[config.mk]
export PLATFORM = sky130hd
export DESIGN_NAME = maindec_fsm_flat
export DESIGN_NICKNAME = d
export VERILOG_FILES = /design/src/rtl/maindec_fsm_if.sv /design/src/rtl/maindec_fsm.sv /design/src/flat_wrapper.sv
export SDC_FILE = /design/constraint.sdc
export NUM_CORES = 1
export LEC_CHECK = 0
export CAP_MARGIN = 0
export CORE_MARGIN = 2
export CORE_UTILIZATION = 30
export CTS_CLUSTER_DIAMETER = 40
export DETAILED_ROUTE_END_ITERATION = 10
export PLACE_DENSITY_LB_ADDON = 0.2
export SYNTH_ARGS = -nofsm -noshare
export SYNTH_HDL_FRONTEND = slang
export SYNTH_SLANG_ARGS = --single-unit
[constraint.sdc]
create_clock -name clk -period 1.8 [get_ports clk]
set_input_delay 0.18 -clock clk [delete_from_list [all_inputs] [get_ports clk]]
set_output_delay 0.18 -clock clk [all_outputs]
set_load 0.05 [all_outputs]
[src/rtl/maindec_fsm_if.sv]
`default_nettype none
// ============================================================================
// Module      : maindec_fsm_if
// Description : Control bundle between the multicycle main control FSM and
//               the MIPS datapath / shared memory.
//               master : the control FSM (drives enables and selects)
//               slave  : the datapath (drives opcode, zero flag, memready)
// Ports       : op[5:0], zero, memready                  (datapath -> FSM)
//               pcen, irwrite, memwrite, regwrite, iord,
//               memtoreg, regdst, alusrca, alusrcb[1:0],
//               pcsrc[1:0], aluop[1:0], illegal, state[3:0] (FSM -> datapath)
// Revision    : 1.0  initial release
// ============================================================================
interface maindec_fsm_if;
  logic [5:0] op;
  logic       zero;
  logic       memready;
  logic       pcen;
  logic       irwrite;
  logic       memwrite;
  logic       regwrite;
  logic       iord;
  logic       memtoreg;
  logic       regdst;
  logic       alusrca;
  logic [1:0] alusrcb;
  logic [1:0] pcsrc;
  logic [1:0] aluop;
  logic       illegal;
  logic [3:0] state;

  modport master (
    input  op, zero, memready,
    output pcen, irwrite, memwrite, regwrite, iord, memtoreg, regdst,
           alusrca, alusrcb, pcsrc, aluop, illegal, state
  );

  modport slave (
    output op, zero, memready,
    input  pcen, irwrite, memwrite, regwrite, iord, memtoreg, regdst,
           alusrca, alusrcb, pcsrc, aluop, illegal, state
  );
endinterface
`default_nettype wire

[src/rtl/maindec_fsm.sv]
`default_nettype none
// ============================================================================
// Module      : maindec_fsm
// Description : Multicycle main control FSM for the MIPS datapath. Sequences
//               fetch / decode / execute / memory / writeback, drives every
//               datapath enable and mux select and the 2-bit aluop for the
//               downstream ALU decoder. memready stretches FETCH, MEMRD and
//               MEMWR.
// Ports       : clk    - rising-edge clock
//               reset  - synchronous, active-high; forces all outputs to 0
//               bus    - maindec_fsm_if.master (opcode/zero/memready in,
//                        control strobes, selects, illegal, state out)
// Config      : MAINFSM_ADDI_EN - when defined, addi (001000) is executed
//               through ADDIEX/ADDIWB; otherwise it is an illegal opcode.
// Revision    : 1.0  initial release
// ============================================================================
module maindec_fsm (
  input  wire logic     clk,
  input  wire logic     reset,
  maindec_fsm_if.master bus
);

  localparam logic [5:0] C_OP_LW    = 6'b100011;
  localparam logic [5:0] C_OP_SW    = 6'b101011;
  localparam logic [5:0] C_OP_RTYPE = 6'b000000;
  localparam logic [5:0] C_OP_BEQ   = 6'b000100;
  localparam logic [5:0] C_OP_J     = 6'b000010;
`ifdef MAINFSM_ADDI_EN
  localparam logic [5:0] C_OP_ADDI  = 6'b001000;
`endif

  typedef enum logic [3:0] {
    S_FETCH   = 4'd0,
    S_DECODE  = 4'd1,
    S_MEMADR  = 4'd2,
    S_MEMRD   = 4'd3,
    S_MEMWB   = 4'd4,
    S_MEMWR   = 4'd5,
    S_RTYPEEX = 4'd6,
    S_RTYPEWB = 4'd7,
    S_BEQEX   = 4'd8,
`ifdef MAINFSM_ADDI_EN
    S_ADDIEX  = 4'd9,
    S_ADDIWB  = 4'd10,
`endif
    S_JEX     = 4'd11
  } state_t;

  // Moore control word held alongside the state register. 'fetch' marks the
  // FETCH state, whose irwrite/pcwrite are qualified by memready.
  typedef struct packed {
    logic       fetch;
    logic       pcwrite;
    logic       branch;
    logic       memwrite;
    logic       regwrite;
    logic       iord;
    logic       memtoreg;
    logic       regdst;
    logic       alusrca;
    logic [1:0] alusrcb;
    logic [1:0] pcsrc;
    logic [1:0] aluop;
  } ctl_t;

  state_t r_state;
  ctl_t   r_ctl;
  logic   w_op_legal;
  logic   w_run;
  logic   w_pcwrite;

  function automatic state_t next_state(input state_t s, input logic [5:0] op,
                                        input logic mr);
    case (s)
      S_FETCH:   return mr ? S_DECODE : S_FETCH;
      S_DECODE: begin
        case (op)
          C_OP_LW, C_OP_SW: return S_MEMADR;
          C_OP_RTYPE:       return S_RTYPEEX;
          C_OP_BEQ:         return S_BEQEX;
          C_OP_J:           return S_JEX;
`ifdef MAINFSM_ADDI_EN
          C_OP_ADDI:        return S_ADDIEX;
`endif
          default:          return S_FETCH;
        endcase
      end
      S_MEMADR:  return (op == C_OP_SW) ? S_MEMWR : S_MEMRD;
      S_MEMRD:   return mr ? S_MEMWB : S_MEMRD;
      S_MEMWR:   return mr ? S_FETCH : S_MEMWR;
      S_RTYPEEX: return S_RTYPEWB;
`ifdef MAINFSM_ADDI_EN
      S_ADDIEX:  return S_ADDIWB;
`endif
      default:   return S_FETCH;  // writeback/branch/jump and unused codes
    endcase
  endfunction

  function automatic ctl_t ctl_of(input state_t s);
    ctl_t c;
    c = '0;
    case (s)
      S_FETCH:   begin c.fetch = 1'b1; c.alusrcb = 2'b01; end
      S_DECODE:  c.alusrcb = 2'b11;
      S_MEMADR:  begin c.alusrca = 1'b1; c.alusrcb = 2'b10; end
      S_MEMRD:   c.iord = 1'b1;
      S_MEMWB:   begin c.memtoreg = 1'b1; c.regwrite = 1'b1; end
      S_MEMWR:   begin c.iord = 1'b1; c.memwrite = 1'b1; end
      S_RTYPEEX: begin c.alusrca = 1'b1; c.aluop = 2'b10; end
      S_RTYPEWB: begin c.regdst = 1'b1; c.regwrite = 1'b1; end
      S_BEQEX: begin
        c.alusrca = 1'b1;
        c.aluop   = 2'b01;
        c.pcsrc   = 2'b01;
        c.branch  = 1'b1;
      end
`ifdef MAINFSM_ADDI_EN
      S_ADDIEX:  begin c.alusrca = 1'b1; c.alusrcb = 2'b10; end
      S_ADDIWB:  c.regwrite = 1'b1;
`endif
      S_JEX:     begin c.pcsrc = 2'b10; c.pcwrite = 1'b1; end
      default:   c = '0;
    endcase
    return c;
  endfunction

  // State and its control word are loaded together, so r_ctl always matches
  // r_state while the outputs still come straight from flops.
  always_ff @(posedge clk) begin
    if (reset) begin
      r_state <= S_FETCH;
      r_ctl   <= ctl_of(S_FETCH);
    end else begin
      r_state <= next_state(r_state, bus.op, bus.memready);
      r_ctl   <= ctl_of(next_state(r_state, bus.op, bus.memready));
    end
  end

  always_comb begin
    w_op_legal = 1'b0;
    case (bus.op)
      C_OP_LW, C_OP_SW, C_OP_RTYPE, C_OP_BEQ, C_OP_J: w_op_legal = 1'b1;
`ifdef MAINFSM_ADDI_EN
      C_OP_ADDI:                                      w_op_legal = 1'b1;
`endif
      default:                                        w_op_legal = 1'b0;
    endcase
  end

  // Reset masks every output in the same cycle so no strobe can fire while
  // reset is high, regardless of what the registers still hold.
  assign w_run     = ~reset;
  assign w_pcwrite = r_ctl.pcwrite | (r_ctl.fetch & bus.memready);

  assign bus.pcen     = w_run & (w_pcwrite | (r_ctl.branch & bus.zero));
  assign bus.irwrite  = w_run & r_ctl.fetch & bus.memready;
  assign bus.memwrite = w_run & r_ctl.memwrite;
  assign bus.regwrite = w_run & r_ctl.regwrite;
  assign bus.iord     = w_run & r_ctl.iord;
  assign bus.memtoreg = w_run & r_ctl.memtoreg;
  assign bus.regdst   = w_run & r_ctl.regdst;
  assign bus.alusrca  = w_run & r_ctl.alusrca;
  assign bus.alusrcb  = w_run ? r_ctl.alusrcb : 2'b00;
  assign bus.pcsrc    = w_run ? r_ctl.pcsrc   : 2'b00;
  assign bus.aluop    = w_run ? r_ctl.aluop   : 2'b00;
  assign bus.illegal  = w_run & (r_state == S_DECODE) & ~w_op_legal;
  assign bus.state    = w_run ? r_state : 4'd0;

endmodule
`default_nettype wire

[src/flat_wrapper.sv]
// flat-port wrapper written by rule: the top's interface ports become plain ports
module maindec_fsm_flat 
  (clk, reset, bus_op, bus_zero, bus_memready, bus_pcen, bus_irwrite, bus_memwrite, bus_regwrite, bus_iord, bus_memtoreg, bus_regdst, bus_alusrca, bus_alusrcb, bus_pcsrc, bus_aluop, bus_illegal, bus_state);
  maindec_fsm_if bus_i ();
  input  wire logic clk;
  input  wire logic reset;
  input wire logic [$bits(bus_i.op)-1:0] bus_op;
  input wire logic [$bits(bus_i.zero)-1:0] bus_zero;
  input wire logic [$bits(bus_i.memready)-1:0] bus_memready;
  output wire logic [$bits(bus_i.pcen)-1:0] bus_pcen;
  output wire logic [$bits(bus_i.irwrite)-1:0] bus_irwrite;
  output wire logic [$bits(bus_i.memwrite)-1:0] bus_memwrite;
  output wire logic [$bits(bus_i.regwrite)-1:0] bus_regwrite;
  output wire logic [$bits(bus_i.iord)-1:0] bus_iord;
  output wire logic [$bits(bus_i.memtoreg)-1:0] bus_memtoreg;
  output wire logic [$bits(bus_i.regdst)-1:0] bus_regdst;
  output wire logic [$bits(bus_i.alusrca)-1:0] bus_alusrca;
  output wire logic [$bits(bus_i.alusrcb)-1:0] bus_alusrcb;
  output wire logic [$bits(bus_i.pcsrc)-1:0] bus_pcsrc;
  output wire logic [$bits(bus_i.aluop)-1:0] bus_aluop;
  output wire logic [$bits(bus_i.illegal)-1:0] bus_illegal;
  output wire logic [$bits(bus_i.state)-1:0] bus_state;
  assign bus_i.op = bus_op;
  assign bus_i.zero = bus_zero;
  assign bus_i.memready = bus_memready;
  assign bus_pcen = bus_i.pcen;
  assign bus_irwrite = bus_i.irwrite;
  assign bus_memwrite = bus_i.memwrite;
  assign bus_regwrite = bus_i.regwrite;
  assign bus_iord = bus_i.iord;
  assign bus_memtoreg = bus_i.memtoreg;
  assign bus_regdst = bus_i.regdst;
  assign bus_alusrca = bus_i.alusrca;
  assign bus_alusrcb = bus_i.alusrcb;
  assign bus_pcsrc = bus_i.pcsrc;
  assign bus_aluop = bus_i.aluop;
  assign bus_illegal = bus_i.illegal;
  assign bus_state = bus_i.state;
  maindec_fsm u_core (.clk(clk), .reset(reset), .bus(bus_i));
endmodule
==> flow_summary_export.csv, run 1 <==
group,metric,value,unit
timing,max_freq,0.508,GHz
timing,fin_crit_sh,1.09,
worst_setup_path,reg2reg_depth,6,
die,io_pins,29,
timing,setup_ws,-0.170,ns
worst_setup_path,path_max_fanout,3,
die,num_rows,20,
cts,clk_latency,0.28,ns
global_routing,grt-ovfl-total,0,
synthesis,ys_seq_area_frac,0.387,
worst_setup_path,worstSetupStartpointType,"register",
layout,drive_gt1_frac,0.462,
run,maxCapViolCount,0,
worst_setup_path,max_stage_delay,0.58,ns
cts,cts_tree,"built",
synthesis,synth_edf_count,0,
worst_setup_path,rr_endpoint,"u_core.r_ctl[10]",
layout,final_cells,189,
cts,clockBufferDepth,2,
worst_setup_path,worstSetupPathType,"register to output port",
outcome,violations,"setup timing",
layout,final_common_cell,"buf_4",
layout,stdcell_area,1730,um2
layout,antennaDiodeCount,0,
power_and_ir_drop,p_leak,0.745,nW
timing,setup_violations,4,
worst_setup_path,cp_num_buf_inv,2,
power_and_ir_drop,ir_worst_vdd,0.000200,V
timing,slew_viol_final,0,
layout,nets,168,
placement,portBuffers,28,
worst_setup_path,cp_cell_sequence,"buf_6, or4b_4, nor4b_4, buf_12",
worst_setup_path,critPathRequiredTime,1.62,ns
timing,finClkSkew,0.00527,ns
timing,fin_hold_ws,0.416,ns
drt,dr_total_vias,956,
cts,clkTransAtPathRegs,0.10,ns
die,die-area,3560,um2
layout,final_cell_mix,"buf_4 (23), buf_12 (19), nor2b_1 (15), dfxtp_1 (15), nor2_1 (13)",
drt,post_drt_via_cell_ratio,5.06,
outcome,outcome,"finished with violations",
timing,worst_pin_slew,0.458,ns
timing,fin_tns_setup,-0.278,ns
placement,dp_hpwl,1820,um
global_routing,antenna_found_initial,0,
global_routing,grt_pass1_wl,3820,um
drt,initialDrtViolationCount,26,
die,dieHeight,59.7,um
worst_setup_path,end_kind,"output port",
synthesis,ys_async_sr_fraction,0,
cts,htreeDepth,1,
worst_setup_path,cp_slowest_cell,"or4b_4",
synthesis,yosys_warnings,0,
layout,syn2layout_area_growth,85.6,%
timing,hold_viol,0,
global_routing,grt_max_degree,16,
cts,cts_root_buf,"clkbuf_4",
global_routing,grt_pass1_vias,866,
drt,drt_wl_total,2530,um
synthesis,synthFlopType,"dfxtp_1",
drt,postRouteAntennaNets,0,
power_and_ir_drop,power.density,450,nW/um2
worst_hold_path,hp-start,"bus_memready",
worst_hold_path,hold_depth,3,
cts,cts_buffers,3,
synthesis,syn-num-nets,117,
die,core_area,3000,um2
worst_hold_path,min_path_type,"input port to register",
synthesis,syn-cell-area,931,um2
placement,placed_area,1590,um2
synthesis,synth.distinct_cells,37,
placement,gp_congestion,0.895,
worst_setup_path,reg2reg_slack,-0.08,ns
drt,drc,0,
worst_setup_path,critical_path.startpoint,"u_core.r_state[1]",
cts,clock-sinks,18,
timing,final.min_clock_period,1.97,ns
worst_hold_path,min_to,"u_core.r_ctl[9]",
worst_setup_path,cp_top_family,"simple AND/OR/NAND/NOR gates",
synthesis,syn_avg_cell_area,8.70,um2
worst_setup_path,reg2reg_from,"u_core.r_state[1]",
worst_setup_path,cp.arrival,1.79,ns
die,die_w,59.7,um
timing,rsz0062_at_grt,"true",
die,start_util,0.310,
synthesis,synth_cells,107,
drt,dr.pass1.iters,4,
timing,relSlewSlack,0.693,
synthesis,synth.ff_latch_count,18,
global_routing,grt.total_usage,0.143,
drt,wire_per_inst,13.4,um
placement,place_ws,-0.342,ns
placement,post-place-cells,183,
-- power breakdown --
part	total (mW)	switching [mW]	internal (mW)
combinational	0.179	0.0860	0.0932
clock	0.192	0.114	0.0776
sequential	0.406	0.00402	0.402
total	0.777	0.204	0.573
-- cells by family (layout without fill, tap and decap cells) --
logic type	Yosys count	after routing	synth area share
xor gates and xnor gates	1	1	0.00941
buffers and inverters	10	59	0.0524
AOI/OAI and AO/OA	16	16	0.128
and+or+nand+nor	61	61	0.407
DFF	18	18	0.387
muxes	1	1	0.0161
-- cells in the mapped netlist, types with 3 or more instances --
cell | n | area, um2
clkbuf_1 | 3 | 11.3
nor3_1 | 4 | 20.0
nor2_1 | 13 | 48.8
buf_2 | 3 | 15.0
nor2b_1 | 15 | 93.8
or3_1 | 3 | 18.8
dfxtp_1 | 18 | 360
a21oi_1 | 3 | 15.0
nand2_1 | 5 | 18.8
-- what timing repair did --
action                                  4_1_cts  5_1_grt
endpoints found under the setup margin        9       13
buffers inserted                              3        0
gates resized for setup                      12       13
endpoints found under the hold margin         0        0
pin swaps                                     5        7
hold buffers                                  0        0
-- worst max path at each step --
stage                  endpoint  slack [ns]  depth (start not counted)
2_1_floorplan       bus_illegal      -0.008                          3
3_3_place_gp   u_core.r_ctl[10]       -0.32                          6
3_5_place_dp    u_core.r_ctl[5]       -0.34                          6
4_1_cts             bus_illegal       -0.15                          4
5_1_grt             bus_illegal       -0.21                          4
6_report            bus_illegal       -0.17                          4
-- flip-flops by register name (all words and copies together), names as in the netlist --
name            flops
u_core.r_state      4
u_core.r_ctl       14
-- layer usage --
layer / GRT usage / vias to the layer above / wire length, um
li1: - / 476 / -
met1: 0.168 / 433 / 937
met4: 0.0698 / 0 / 52
met3: 0.0130 / 4 / 127
met2: 0.256 / 43 / 1410
met5: 0 / - / 0
-- worst register-to-register path, delay by kind of cell, from the launching register on --
kind | cells | cell delay, ns
buffers and inverters | 1 | 0.12
flip-flops | 1 | 0.36
AO/OA/AOI/OAI | 2 | 0.33
AND/OR/NAND/NOR | 3 | 1.03
-- layout make-up --
type	count	area [um2]
Tap cell	33	41.3
Sequential cell	18	367
Inverter	2	7.51
Fill cell	256	1270
Multi-Input combinational cell	79	606
Clock buffer	3	22.5
Timing Repair Buffer	54	684
-- stage by stage --
step | utilization | power, mW
finish | 0.575 | 0.777
global route | 0.575 | 0.803
CTS | 0.558 | 0.771
detailed placement | 0.531 | 0.585
global placement | 0.531 | 0.583
floorplan | - | 0.492
Note: power is estimated with default switching activity, not from simulation.
==> run 2: changes to the inputs <==
--- a/config.mk
+++ b/config.mk
@@ -5,7 +5,7 @@
 export SDC_FILE = /design/constraint.sdc
 export NUM_CORES = 1
 export LEC_CHECK = 0
-export CAP_MARGIN = 0
+export CAP_MARGIN = 20
 export CORE_MARGIN = 2
 export CORE_UTILIZATION = 30
 export CTS_CLUSTER_DIAMETER = 40
==> results of run 2 <==
Same layout as run 1: the final DEF is identical, and so are final timing and power.
